--- src/rtl/alu_share_arbiter_if.sv ---
// Request/response bundle between the two masters and the ALU arbiter.
// valid/ready: a transfer happens on a rising edge where both are high.
interface alu_share_arbiter_if #(
  parameter int WIDTH = 6
);
  logic             req0_valid;
  logic             req0_ready;
  logic [3:0]       req0_op;
  logic [WIDTH-1:0] req0_a;
  logic [WIDTH-1:0] req0_b;

  logic             req1_valid;
  logic             req1_ready;
  logic [3:0]       req1_op;
  logic [WIDTH-1:0] req1_a;
  logic [WIDTH-1:0] req1_b;

  logic [1:0]       rsp_valid;
  logic [1:0]       rsp_ready;
  logic [WIDTH-1:0] rsp_data;
  logic             rsp_carry;
  logic             rsp_zero;

  modport master (
    output req0_valid, req0_op, req0_a, req0_b,
    input  req0_ready,
    output req1_valid, req1_op, req1_a, req1_b,
    input  req1_ready,
    input  rsp_valid, rsp_data, rsp_carry, rsp_zero,
    output rsp_ready
  );

  modport slave (
    input  req0_valid, req0_op, req0_a, req0_b,
    output req0_ready,
    input  req1_valid, req1_op, req1_a, req1_b,
    output req1_ready,
    output rsp_valid, rsp_data, rsp_carry, rsp_zero,
    input  rsp_ready
  );
endinterface

--- src/rtl/alu_share_arbiter.sv ---
// Round-robin arbiter that serialises two requesters onto one combinational
// ALU: registered operands in, one settle cycle, registered result out.
module alu_share_arbiter #(
  parameter int WIDTH = 6
) (
  input  logic             clk,
  input  logic             rst,
  alu_share_arbiter_if.slave bus,
  output logic [3:0]       alu_ctrl,
  output logic [WIDTH-1:0] alu_a,
  output logic [WIDTH-1:0] alu_b,
  input  logic [WIDTH-1:0] alu_out,
  input  logic             alu_carry,
  input  logic             alu_zero,
  output logic             busy,
  output logic [1:0]       dbg_state,
  output logic             dbg_last_grant
);

  typedef enum logic [1:0] {
    ST_IDLE = 2'd0,
    ST_EXEC = 2'd1,
    ST_RESP = 2'd2
  } state_e;

  state_e           state_q, state_d;
  logic             last_grant_q, last_grant_d;
  logic             owner_q, owner_d;
  logic [3:0]       ctrl_q, ctrl_d;
  logic [WIDTH-1:0] a_q, a_d;
  logic [WIDTH-1:0] b_q, b_d;
  logic [WIDTH-1:0] data_q, data_d;
  logic             carry_q, carry_d;
  logic             zero_q, zero_d;

  logic             gnt_any;
  logic             gnt_idx;

  // Grant is only ever raised toward a requester that is valid, so a grant
  // is also the completed request handshake.
  always_comb begin
    gnt_any = 1'b0;
    gnt_idx = 1'b0;
    if (state_q == ST_IDLE && !rst) begin
      if (bus.req0_valid && bus.req1_valid) begin
        gnt_any = 1'b1;
        gnt_idx = ~last_grant_q;
      end else if (bus.req0_valid) begin
        gnt_any = 1'b1;
        gnt_idx = 1'b0;
      end else if (bus.req1_valid) begin
        gnt_any = 1'b1;
        gnt_idx = 1'b1;
      end
    end
  end

  always_comb begin
    state_d      = state_q;
    last_grant_d = last_grant_q;
    owner_d      = owner_q;
    ctrl_d       = ctrl_q;
    a_d          = a_q;
    b_d          = b_q;
    data_d       = data_q;
    carry_d      = carry_q;
    zero_d       = zero_q;
    case (state_q)
      ST_IDLE: begin
        if (gnt_any) begin
          owner_d = gnt_idx;
          ctrl_d  = gnt_idx ? bus.req1_op : bus.req0_op;
          a_d     = gnt_idx ? bus.req1_a  : bus.req0_a;
          b_d     = gnt_idx ? bus.req1_b  : bus.req0_b;
          state_d = ST_EXEC;
        end
      end
      ST_EXEC: begin
        data_d  = alu_out;
        carry_d = alu_carry;
        zero_d  = alu_zero;
        state_d = ST_RESP;
      end
      ST_RESP: begin
        if (bus.rsp_ready[owner_q]) begin
          last_grant_d = owner_q;
          state_d      = ST_IDLE;
        end
      end
      default: state_d = ST_IDLE;
    endcase
  end

  always_ff @(posedge clk) begin
    if (rst) begin
      state_q      <= ST_IDLE;
      last_grant_q <= 1'b1;
      owner_q      <= 1'b0;
      ctrl_q       <= '0;
      a_q          <= '0;
      b_q          <= '0;
      data_q       <= '0;
      carry_q      <= 1'b0;
      zero_q       <= 1'b0;
    end else begin
      state_q      <= state_d;
      last_grant_q <= last_grant_d;
      owner_q      <= owner_d;
      ctrl_q       <= ctrl_d;
      a_q          <= a_d;
      b_q          <= b_d;
      data_q       <= data_d;
      carry_q      <= carry_d;
      zero_q       <= zero_d;
    end
  end

  assign bus.req0_ready = gnt_any && !gnt_idx;
  assign bus.req1_ready = gnt_any && gnt_idx;
  assign bus.rsp_valid  = (state_q == ST_RESP) ? (owner_q ? 2'b10 : 2'b01) : 2'b00;
  assign bus.rsp_data   = data_q;
  assign bus.rsp_carry  = carry_q;
  assign bus.rsp_zero   = zero_q;

  assign alu_ctrl       = ctrl_q;
  assign alu_a          = a_q;
  assign alu_b          = b_q;
  assign busy           = (state_q != ST_IDLE);
  assign dbg_state      = state_q;
  assign dbg_last_grant = last_grant_q;

endmodule
--- src/flat_wrapper.sv ---
// flat-port wrapper written by rule: the top's interface ports become plain ports
module alu_share_arbiter_flat 
#(
  parameter int WIDTH = 6
)
  (clk, rst, alu_ctrl, alu_a, alu_b, alu_out, alu_carry, alu_zero, busy, dbg_state, dbg_last_grant, bus_req0_valid, bus_req0_op, bus_req0_a, bus_req0_b, bus_req0_ready, bus_req1_valid, bus_req1_op, bus_req1_a, bus_req1_b, bus_req1_ready, bus_rsp_valid, bus_rsp_data, bus_rsp_carry, bus_rsp_zero, bus_rsp_ready);
  alu_share_arbiter_if #(.WIDTH(WIDTH)) bus_i ();
  input  logic clk;
  input  logic rst;
  output logic [3:0] alu_ctrl;
  output logic [WIDTH-1:0] alu_a;
  output logic [WIDTH-1:0] alu_b;
  input  logic [WIDTH-1:0] alu_out;
  input  logic alu_carry;
  input  logic alu_zero;
  output logic busy;
  output logic [1:0] dbg_state;
  output logic dbg_last_grant;
  input wire logic [$bits(bus_i.req0_valid)-1:0] bus_req0_valid;
  input wire logic [$bits(bus_i.req0_op)-1:0] bus_req0_op;
  input wire logic [$bits(bus_i.req0_a)-1:0] bus_req0_a;
  input wire logic [$bits(bus_i.req0_b)-1:0] bus_req0_b;
  output wire logic [$bits(bus_i.req0_ready)-1:0] bus_req0_ready;
  input wire logic [$bits(bus_i.req1_valid)-1:0] bus_req1_valid;
  input wire logic [$bits(bus_i.req1_op)-1:0] bus_req1_op;
  input wire logic [$bits(bus_i.req1_a)-1:0] bus_req1_a;
  input wire logic [$bits(bus_i.req1_b)-1:0] bus_req1_b;
  output wire logic [$bits(bus_i.req1_ready)-1:0] bus_req1_ready;
  output wire logic [$bits(bus_i.rsp_valid)-1:0] bus_rsp_valid;
  output wire logic [$bits(bus_i.rsp_data)-1:0] bus_rsp_data;
  output wire logic [$bits(bus_i.rsp_carry)-1:0] bus_rsp_carry;
  output wire logic [$bits(bus_i.rsp_zero)-1:0] bus_rsp_zero;
  input wire logic [$bits(bus_i.rsp_ready)-1:0] bus_rsp_ready;
  assign bus_i.req0_valid = bus_req0_valid;
  assign bus_i.req0_op = bus_req0_op;
  assign bus_i.req0_a = bus_req0_a;
  assign bus_i.req0_b = bus_req0_b;
  assign bus_req0_ready = bus_i.req0_ready;
  assign bus_i.req1_valid = bus_req1_valid;
  assign bus_i.req1_op = bus_req1_op;
  assign bus_i.req1_a = bus_req1_a;
  assign bus_i.req1_b = bus_req1_b;
  assign bus_req1_ready = bus_i.req1_ready;
  assign bus_rsp_valid = bus_i.rsp_valid;
  assign bus_rsp_data = bus_i.rsp_data;
  assign bus_rsp_carry = bus_i.rsp_carry;
  assign bus_rsp_zero = bus_i.rsp_zero;
  assign bus_i.rsp_ready = bus_rsp_ready;
  alu_share_arbiter #(.WIDTH(WIDTH)) u_core (.clk(clk), .rst(rst), .bus(bus_i), .alu_ctrl(alu_ctrl), .alu_a(alu_a), .alu_b(alu_b), .alu_out(alu_out), .alu_carry(alu_carry), .alu_zero(alu_zero), .busy(busy), .dbg_state(dbg_state), .dbg_last_grant(dbg_last_grant));
endmodule
--- config.mk ---
export PLATFORM = sky130hd
export DESIGN_NAME = alu_share_arbiter_flat
export DESIGN_NICKNAME = d
export VERILOG_FILES = /design/src/rtl/alu_share_arbiter_if.sv /design/src/rtl/alu_share_arbiter.sv /design/src/flat_wrapper.sv
export SDC_FILE = /design/constraint.sdc
export NUM_CORES = 1
export LEC_CHECK = 0
export BUFFER_PORTS_ARGS = -buffer_cell sky130_fd_sc_hd__buf_2
export CORE_UTILIZATION = 38
export DETAILED_ROUTE_END_ITERATION = 12
export GPL_TIMING_DRIVEN = 1
export PLACE_DENSITY = 0.8
export SLEW_MARGIN = 5
export SYNTH_ARGS = -nofsm -noshare
export SYNTH_HDL_FRONTEND = slang
export SYNTH_SLANG_ARGS = --single-unit
--- constraint.sdc ---
create_clock -name clk -period 1.2 [get_ports clk]
set_input_delay 0 -clock clk [delete_from_list [all_inputs] [get_ports clk]]
set_output_delay 0 -clock clk [all_outputs]
set_load 0.01 [all_outputs]
* After elaboration in Yosys (flattened, before gate mapping)
Index checks and enable logic that the tools add are counted.
Operators by class: order comparisons 1, equality and inequality tests 4, muxes and demuxes 17, bitwise gates (word level) 1, reduce and logical (&&, ||, !) cells 11
Operators by type and width (number):
- 6-bit 2-to-1 mux | 2
- 1-bit 2-to-1 mux | 9
- 2-bit 2-to-1 mux | 4
- 2-bit case mux with 3 select lines | 1
- 2-bit AND reduction | 3
- 1-bit logical AND | 4
- 4-bit 2-to-1 mux | 1
- 2-bit by 1-bit != test with 1-bit output, second input constant | 2
- 2-bit by 1-bit equality test with 1-bit output, second input constant | 1
- 2-bit equality test, second input constant | 1
- 1-bit logical NOT | 2
- 2-bit logical NOT | 1
- 1-bit by 2-bit < comparator with 1-bit output, second input constant | 1
- 2-bit nonzero test | 1
- 1-bit NOT | 1
Word-level totals: bits in registers 28, output and inout bits 32

* Longest topological paths before layout
depth after elaboration 6, depth in mapped cells 5, mapped depth without buffers 4

* Worst setup path before layout
OpenSTA, ideal clock, no wires.
kind reg2reg, start point register u_core.state_q[1], in the netlist u_core.dbg_state[1], end point register u_core.a_q[0], in the netlist u_core.alu_a[0], data arrival time 1.175 ns, data required time 1.078 ns, slack -0.096 ns, stages on the path, launching flop included 5, path buffers 1, path through dfxtp_1 nor3_4 and3_1 buf_6 a221o_1
Between the ends: longest elaborated chain between the ends 4
RTL lines:
- start: declaration | line alu_share_arbiter.sv:26 | state_e state_q, state_d;
- start signal: assignment | line alu_share_arbiter.sv:106 | state_q <= state_d;
- 2-bit logical NOT (*) | line alu_share_arbiter.sv:44, alu_share_arbiter.sv:68
- 1-bit logical AND | line alu_share_arbiter.sv:44 | if (state_q == ST_IDLE && !rst) begin
- 1-bit 2-to-1 mux | line alu_share_arbiter.sv:44
- 6-bit 2-to-1 mux / 2-bit AND reduction (equally long branches)
- end signal: assignment | line alu_share_arbiter.sv:100 | a_q <= '0;
- end signal: assignment | line alu_share_arbiter.sv:110 | a_q <= a_d;
- end: declaration | line alu_share_arbiter.sv:30 | logic [WIDTH-1:0] a_q, a_d;
Every way passes the cells marked *; elsewhere a longest branch is shown, timed or not. A chain may end at the register's enable or synchronous reset.

* Worst setup path in the final report
start point register u_core.state_q[0], in the netlist u_core.dbg_state[0], end point output port bus_req0_ready
Between the ends: longest elaborated chain between the ends 5
RTL lines:
- 2-bit logical NOT (*) | line alu_share_arbiter.sv:44
- 1-bit logical AND (*) | line alu_share_arbiter.sv:44
- 1-bit 2-to-1 mux | line alu_share_arbiter.sv:44
- 1-bit logical NOT | line alu_share_arbiter.sv:118 | assign bus.req0_ready = gnt_any && !gnt_idx;
- 1-bit logical AND (*) | line alu_share_arbiter.sv:118
- end: declaration | line flat_wrapper.sv:23 | output wire logic [$bits(bus_i.req0_ready)-1:0] bus_req0_ready;
Marks and branches as above.

==> results_dict.tcl <==
set metrics [dict create \
    synthTopCellsByCount "dfxtp_1 (28), a21oi_1 (22), nand2_1 (16), inv_1 (11)" \
    syn_inst 142 \
    antenna_found_initial 0 \
    min_path_cells 4 \
    rsz0062_at_grt "yes" \
    die_area_sq_mm 0.00354 \
    violations "negative setup slack" \
    fillers 249 \
    die_x_um 59.5 \
    synth.top_cell.area_share 0.446 \
    wire_per_inst_um 13.9 \
    synthArstFlopShare 0 \
    worstSetupPathType "flop to output pin" \
    route.detailed.drc 0 \
    utilization 0.720 \
    p_leak_nw 1.05 \
    cts_max_level 1 \
    avgSynthCellArea_sq_um 8.86 \
    via_count 1529 \
    syn-cell-area_sq_mm 0.00126 \
    synth_edf_count 0 \
    r2r_start "u_core.dbg_state[0]" \
    hpwl_um 2490 \
    ir_drop_uv 678 \
    synthTopCellsByArea "dfxtp_1 (45%), a21oi_1 (8.8%), o32ai_1 (7.0%), o211ai_1 (6.0%), nand2_1 (4.8%)" \
    hold_viol 0 \
    p_seq_frac 0.491 \
    die_h_um 59.5 \
    finalWorstSetupSlack_ns -0.108 \
    yosysMostFrequentCell "dfxtp_1" \
    hold_path_class "primary input to flop" \
    tightest_slew_ns 0.409 \
    cap_violations 0 \
    reg2reg_slack_ns -0.01 \
    clock-sinks 28 \
    drtIter0Drc 104 \
    fin_nets 312 \
    ys_seq_elements 28 \
    io_buffers 77 \
    hold_start "bus_rsp_ready[0]" \
    rows 20 \
    root_buffer "clkbuf_4" \
    slew_violations 0 \
    final_cells 309 \
    grt_overflow 0 \
    ioPinCount 78 \
    synth_cell_type_count 26 \
    grt_max_degree 21 \
    routed_via_density 4.95 \
    p_sw_frac 0.302 \
    synth_nets 188 \
    yosys_warnings 0 \
    r2r-end "u_core.alu_a[1]" \
    n_antenna_cell 0 \
    finClkSkew_ns 0.00279 \
    core_area_sq_mm 0.00310 \
    switching_power_mw 0.671 \
    pwr-share-clk 0.181 \
    start_kind "flop" \
    clk_pin_slew_ns 0.15 \
    status "finished with violations" \
    ant_nets 0 \
    fmax_mhz 765 \
    worstPathMaxFanout 5 \
    rr_worst_depth 4 \
    cts_buffer_depth 2 \
    place.gp.congestion 0.754 \
    clk_latency_ns 0.32 \
    finalSetupViolCount 5 \
    drive_above_1_share 0.396 \
    fin_crit_sh 1.09 \
    powerDensity_mw_per_mm2 994 \
    yosysTopAreaCell "dfxtp_1" \
    cts_tree "built" \
    synthToLayoutAreaGrowth_pct 77.6 \
    ys_seq_area_frac 0.446 \
    cts_made_buffers 3 \
    drt_wl_total_um 4280 \
    grt_pass1_wl_um 6350 \
    grtUsageTotal 0.238 \
    whs_endpoint "u_core.dbg_state[1]" \
    first_pass_iters 4 \
    cp.required_ns 1.20 \
    start_util 0.405 \
    cp.arrival_ns 1.31 \
    relSlewSlack 0.727 \
    first_global_vias 1424 \
    endpoint_kind "output pin" \
    synthFlopType "dfxtp_1" \
    dp.cells 258 \
    combPwrFrac 0.328 \
    p_int_mw 1.55 \
    finalCriticalPeriod_ns 1.31 \
]
## kinds of logic after synthesis
| kind of cell | after synthesis | synth area share |
|---|---|---|
| AOI/OAI and AO/OA | 50 | 0.275 |
| buffers and inverters | 23 | 0.0846 |
| DFF | 28 | 0.446 |
| muxes | 5 | 0.0398 |
| and+or+nand+nor | 36 | 0.155 |
## layout by cell type (no fill, tap or decap), types with 2 or more instances in the layout
cell type / n
buf_6: 5
and3_4: 2
dfxtp_4: 3
a221o_1: 4
inv_1: 11
nor3_4: 2
and3_1: 3
nor2_1: 2
o211ai_1: 10
nand2_1: 16
a21oi_1: 22
dlygate4sd3_1: 41
buf_4: 8
nand2b_1: 3
o32ai_1: 10
mux2i_1: 5
buf_2: 76
clkbuf_4: 3
dfxtp_1: 25
## power by group through the flow
stage / sequential (mW) / clock (mW) / combinational (mW)
detailed placement: 1.11 / 0 / 0.552
floorplan: 1.15 / 0 / 0.277
global route: 1.10 / 0.447 / 0.785
finish: 1.09 / 0.403 / 0.728
CTS: 1.09 / 0.417 / 0.694
global placement: 1.10 / 0 / 0.543
## worst max-delay path, stage by stage, from the launching register on
cell     delay [ns]
dfxtp_4        0.39
nor3_4         0.23
and3_4         0.26
buf_6          0.11
## what timing repair did
item                                    CTS  global route
setup buffers                             3             2
hold buffers                             40             1
hold endpoints to repair                 25             1
resized for setup                         9             7
cloned                                    1             0
pin swaps                                 3             5
endpoints found under the setup margin   16            25
## layout make-up
class                           instances  area, sq um  share of cell area
Multi-Input combinational cell         92          632               0.283
Clock buffer                            4         26.3              0.0118
Timing Repair Buffer                  130          907               0.406
Sequential cell                        28          572               0.256
Inverter                               11         41.3              0.0185
Tap cell                               44         55.1              0.0246
## layer usage
metal | track usage | up-vias | routed length [um]
li1 | - | 755 | -
met4 | 0.0565 | 0 | 97
met2 | 0.457 | 73 | 2290
met5 | 0 | - | 0
met3 | 0.0459 | 12 | 232
met1 | 0.265 | 689 | 1660
## per-stage QoR
step | instance area [sq um] | power (mW) | TNS, ns | worst slack, ns | hold WS, ns
detailed placement | 1690 | 1.66 | -0.0341 | -0.0258 | 0.238
finish | 2230 | 2.22 | -0.393 | -0.108 | 0.0349
floorplan | 1260 | 1.43 | 0 | 0.00326 | 0.136
global placement | 1690 | 1.65 | 0 | 0.0700 | 0.231
global route | 2230 | 2.33 | -1.56 | -0.168 | 0.0303
CTS | 2190 | 2.20 | -0.395 | -0.104 | 0.00221
## how the worst max path moves through the flow
stage	startpoint	to	slack, ns	depth (start not counted)
after global routing	u_core.dbg_state[0]	bus_req0_ready	-0.17	3
after detailed placement	u_core.dbg_state[1]	u_core.alu_a[1]	-0.03	4
final	u_core.dbg_state[0]	bus_req0_ready	-0.11	3
after floorplan	u_core.dbg_state[0]	u_core.alu_a[0]	0.003	4
after global placement	u_core.dbg_state[1]	u_core.alu_a[2]	0.07	4
after CTS	u_core.dbg_state[0]	bus_rsp_valid[0]	-0.10	4
## state kept, by name (all words and copies together) (netlist names)
signal / cells
u_core.bus.rsp_carry: 1
u_core.dbg_last_grant: 1
u_core.alu_ctrl: 4
u_core.alu_b: 6
u_core.alu_a: 6
u_core.bus.rsp_zero: 1
u_core.owner_q: 1
u_core.bus.rsp_data: 6
u_core.dbg_state: 2
Note: power is estimated with default switching activity, not from simulation.
